## config.mk

```make
export PLATFORM = sky130hd
export DESIGN_NAME = voice_scheduler
export DESIGN_NICKNAME = d
export VERILOG_FILES = /design/src/rtl/voice_scheduler.sv
export SDC_FILE = /design/constraint.sdc
export NUM_CORES = 2
export LEC_CHECK = 0
export CORE_ASPECT_RATIO = 0.7
export CORE_UTILIZATION = 60
export DETAILED_ROUTE_END_ITERATION = 16
export MAX_ROUTING_LAYER = met4
export PLACE_DENSITY = 0.77
export SLEW_MARGIN = 25
export SYNTH_ARGS = -nofsm -noshare
export SYNTH_HDL_FRONTEND = slang
export SYNTH_SLANG_ARGS = --single-unit
```

## constraint.sdc

```tcl
create_clock -name clk -period 92.3 [get_ports clk]
set_input_delay 13.845 -clock clk [delete_from_list [all_inputs] [get_ports clk]]
set_output_delay 13.845 -clock clk [all_outputs]
set_load 0.02 [all_outputs]
```

## src/rtl/voice_scheduler.sv

```systemverilog
// Time-multiplexed 32-voice sine synthesis controller.
// Sweeps one voice per clock over a shared sine ROM and increment table.
module voice_scheduler #(
  parameter int NUM_VOICES  = 32,
  parameter int ROM_LATENCY = 1,
  parameter int SCALE       = 4000
) (
  input  logic                          clk,
  input  logic                          reset,
  input  logic                          sample_req,
  input  logic [NUM_VOICES-1:0]         key_pressed,
  output logic [$clog2(NUM_VOICES)-1:0] inc_index,
  input  logic [16:0]                   increment,
  output logic [7:0]                    rom_address,
  input  logic [11:0]                   rom_q,
  output logic [31:0]                   sound,
  output logic                          sample_valid,
  output logic                          busy,
  output logic                          overrun
);

  localparam int VW = $clog2(NUM_VOICES);
  localparam int DW = (ROM_LATENCY > 1) ? $clog2(ROM_LATENCY) : 1;
  localparam logic [VW-1:0] LP_LAST = VW'(NUM_VOICES - 1);
  localparam logic signed [31:0] LP_SCALE = 32'(SCALE);

  typedef enum logic [1:0] {
    S_IDLE,
    S_RUN,
    S_DRAIN,
    S_DONE
  } state_t;

  state_t                 r_state;
  logic [31:0]            r_phase [NUM_VOICES];
  logic [NUM_VOICES-1:0]  r_keys;
  logic [ROM_LATENCY-1:0] r_kpipe;
  logic signed [17:0]     r_acc;
  logic [DW-1:0]          r_drain;

  logic                   w_run;
  logic                   w_start;
  logic                   w_key_now;
  logic [VW-1:0]          w_vnext;
  logic signed [17:0]     w_sample;
  logic signed [31:0]     w_acc_ext;
  logic signed [31:0]     w_scaled;

  assign w_run     = (r_state == S_RUN);
  assign w_start   = sample_req &&
                     (r_state == S_IDLE || r_state == S_DONE);
  assign w_vnext   = inc_index + VW'(1);
  assign w_key_now = w_run && r_keys[inc_index];
  assign w_sample  = r_kpipe[ROM_LATENCY-1] ?
                     {{6{rom_q[11]}}, rom_q} : '0;
  assign w_acc_ext = {{14{r_acc[17]}}, r_acc};
  assign w_scaled  = w_acc_ext * LP_SCALE;

  always_ff @(posedge clk or posedge reset) begin
    if (reset) begin
      for (int i = 0; i < NUM_VOICES; i++) begin
        r_phase[i] <= '0;
      end
    end else if (w_run) begin
      r_phase[inc_index] <= r_phase[inc_index] +
                            {15'd0, increment};
    end
  end

  // key bit travels with its ROM address; idle slots carry 0
  always_ff @(posedge clk or posedge reset) begin
    if (reset) begin
      r_kpipe <= '0;
    end else begin
      r_kpipe[0] <= w_key_now;
      for (int i = 1; i < ROM_LATENCY; i++) begin
        r_kpipe[i] <= r_kpipe[i-1];
      end
    end
  end

  always_ff @(posedge clk or posedge reset) begin
    if (reset) begin
      r_state      <= S_IDLE;
      r_keys       <= '0;
      r_acc        <= '0;
      r_drain      <= '0;
      inc_index    <= '0;
      rom_address  <= '0;
      sound        <= '0;
      sample_valid <= 1'b0;
      busy         <= 1'b0;
      overrun      <= 1'b0;
    end else begin
      sample_valid <= 1'b0;
      overrun      <= 1'b0;
      r_acc        <= r_acc + w_sample;
      unique case (r_state)
        S_IDLE: begin
        end
        S_RUN: begin
          overrun <= sample_req;
          if (inc_index == LP_LAST) begin
            r_state <= S_DRAIN;
            r_drain <= DW'(ROM_LATENCY - 1);
          end else begin
            inc_index   <= w_vnext;
            rom_address <= r_phase[w_vnext][31:24];
          end
        end
        S_DRAIN: begin
          overrun <= sample_req;
          if (r_drain == '0) begin
            r_state <= S_DONE;
          end else begin
            r_drain <= r_drain - DW'(1);
          end
        end
        S_DONE: begin
          sound        <= w_scaled;
          sample_valid <= 1'b1;
          r_state      <= S_IDLE;
        end
        default: r_state <= S_IDLE;
      endcase
      // a request in DONE chains straight into the next frame
      if (w_start) begin
        r_state     <= S_RUN;
        r_keys      <= key_pressed;
        r_acc       <= '0;
        inc_index   <= '0;
        rom_address <= r_phase[0][31:24];
      end
      busy <= w_start || w_run || (r_state == S_DRAIN);
    end
  end

endmodule

```

==> summary.txt <==
status = finished, final reports clean
setup TNS = 0 ps
max cap viols = 0
CP max stage delay = 950 ps
Die Footprint = 0.09522 mm^2
synth cell count leaders = 1142 x nand2_1, 1119 x dfrtp_1, 951 x o21ai_0
Die H = 258.5 um
Core Region = 0.09251 mm^2
Rel. slew slack = 24.60%
post_cts resized = 0
initial antenna violation count = 2
skew final = 31.65 ps
top cell family by delay on the critical path = compound AO/OA/AOI/OAI gates
PortBufs = 106
Critical Path AT = 18790 ps
DR vias = 43540
number of flops mapped to enable cells by yosys = 0
FF+latch count, synth = 1119
Worst path most repeated cell = o21ai_0
Vias/cell = 6.583
Final Max Slew Viols = 0
R2R cell count = 16
R2R Setup Slk = 84210 ps
layout cells sized above 1 = 11.87%
Critical Path Fanout Max = 39
Top FF cell, synth = dfrtp_1
Post-synth ARST share = 100.0%
die extent in x = 368.4 um
Synth area leaders = dfrtp_1 50%, mux4_2 9.3%, o21ai_0 8.4%
post-synth top area cell = dfrtp_1
Fin. Hold Viols = 0
CTS tree = done
DRC violations left = 0
Area after DPL = 0.05825 mm^2
synthesized area = 0.05638 mm^2
Mapped Cells = 5490
CP Capture Type = flop
initial core utilization = 60.95%
Final Cell Area = 0.06208 mm^2
unrepaired setup endpoints after global routing = false
Root Driver = clkbuf_16
GPL Wtd Cong = 0.8722
CTS max path bufs = 3
Synth top area share = 49.67%
hold path depth = 2
Crit path required time = 92850 ps
multi-input logic area = 0.02616 mm^2
fin crit share = 19.77%
placed insts = 6418
CP Launch Type = input pin
Distinct cells, synth = 70
Worst-Skew Late Latency = 740 ps
Tot GR Track Use = 36.12%
Reg area = 0.02801 mm^2
P per Cell Area = 41.54 mW/mm^2
Syn-to-layout area delta = 10.11%
Critical Path, Cell by Cell = clkdlybuf4s50_1 > ha_1 > a21o_1 > a21oi_1 > o21ai_0 > a31oi_1 > o2111ai_1 > nand3_1 > buf_4 > nand3_2 > xor2_4 > o21ai_0
nets = 5537
Setup CP Type = input pin to flop
final WL = 164.5 mm
Slowest-stage cell, CP = nand3_2
FMAX = 54.81 MHz
largest net degree at the start of global routing = 193
Leak = 28.24 nW
dpl hpwl = 93.51 mm
DRT iter0 DRCs = 5777
syn_area_per_cell = 10.27 um^2
fin crit period = 18250 ps
total global routing overflow = 0
count leader, synth = nand2_1
# IOs = 112
register area share after synthesis = 49.67%
worst slew pin tran = 1130 ps
Peak VDD IR = 38.62 uV
# rows = 93
hold-fix buffers at CTS = 0
clock sink count = 1119
first-pass GRT wire length = 254.7 mm
Final Non-Filler Cells = 6613
vias in the first global route = 42590
1st-pass router iterations = 8
htree depth = 3
Avg WL per Cell = 24.87 um
Num CTS Buffers = 104
class of the worst hold path = flop to flop
Buf+Inv Stages, Crit Path = 2
clock slew seen by the registers of the worst setup and hold paths = 60 ps
setup bufs post-CTS = 0
synth warn = 0
fillers = 6783
Crit. path cell count = 12
Setup Viol. Count Final = 0
post-route ant nets = 0
[state kept, by name (all words and copies together) (netlist names)]
signal and flops:
sample_valid 1, rom_address 8, r_state 2, sound 26, overrun 1, inc_index 5, busy 1, r_phase 1024
r_acc 18, r_keys 32, r_kpipe 1
[power breakdown]
group	internal [W]	total [W]	switching [W]
Sequential	0.000614	0.000702	0.0000878
Clock	0.000275	0.000473	0.000199
Combinational	0.000508	0.00140	0.000895
Total	0.00140	0.00258	0.00118
[area by class of cell]
type	count	share of cell area, %
multi-input cells	3665	42.14
flip-flops and latches	1119	45.12
inverters	203	1.240
well taps	1235	2.489
clock buffers	143	4.753
clock inverters	49	1.254
diodes	1	0.004031
repair buffers	198	3.005
[path summary, 6_finish.rpt]
path                              start      endpoint
min in group asynchronous         reset  r_phase[357]
min reg2reg                r_phase[260]  r_phase[260]
max in group asynchronous         reset  r_phase[569]
min                        r_phase[260]  r_phase[260]
max                        increment[0]  r_phase[977]
max reg2reg                inc_index[0]  r_phase[977]
[tightest hold or removal path, cell delays in order (launching register included)]
cell and delay (ps):
dfrtp_1 340, nand2_1 50, o21ai_0 60
[layer usage]
layer / vias to the layer above / GRT usage [%] / share of wire, %
li1: 18740 / - / -
met1: 21600 / 50.01 / 40
met2: 2647 / 51.66 / 44
met3: 549 / 9.270 / 12
met4: 0 / 13.59 / 4.3
met5: - / - / 0
[cell usage in the layout (no fill, tap or decap), types with 18 or more instances in the layout]
cell	n
bufinv_16	18
nand4_1	83
nand3_1	50
and2_1	23
clkbuf_16	105
o22ai_1	114
nand2_1	1109
nor3_1	52
buf_4	82
clkbuf_8	18
clkdlybuf4s50_1	106
mux2i_1	236
fa_1	68
o21ai_0	951
o21ai_1	49
a221oi_1	32
nor4_1	22
ha_1	111
clkbuf_1	20
a22oi_1	68
mux4_2	232
dfrtp_1	1117
inv_1	200
xnor2_1	24
mux2_2	53
nand2_4	18
nor2_1	108
a21oi_1	33
xor2_1	21
[cell families after synthesis]
family,count (synthesis),share of synthesized area (%)
adder cells (fa/ha/maj),182,4.958
XOR/XNOR,67,1.054
other,1,0.006651
buffers and inverters,710,5.109
flip-flops,1119,49.67
AO/OA/AOI/OAI,1320,12.86
AND/OR/NAND/NOR,1570,11.84
multiplexers,521,14.52
[metrics by stage]
step           power (W)  hold WS [ps]  utilization, %  setup slack (ps)
2_1_floorplan   0.001699         440.3               -             46950
3_3_place_gp    0.002014         454.8           62.78             73290
3_5_place_dp    0.002079         460.7           62.97             73210
4_1_cts         0.002558         477.5           67.00             73970
5_1_grt         0.002752         490.2           67.11             73860
6_report        0.002579         475.6           67.11             74050
(Power assumes the default switching activity.)
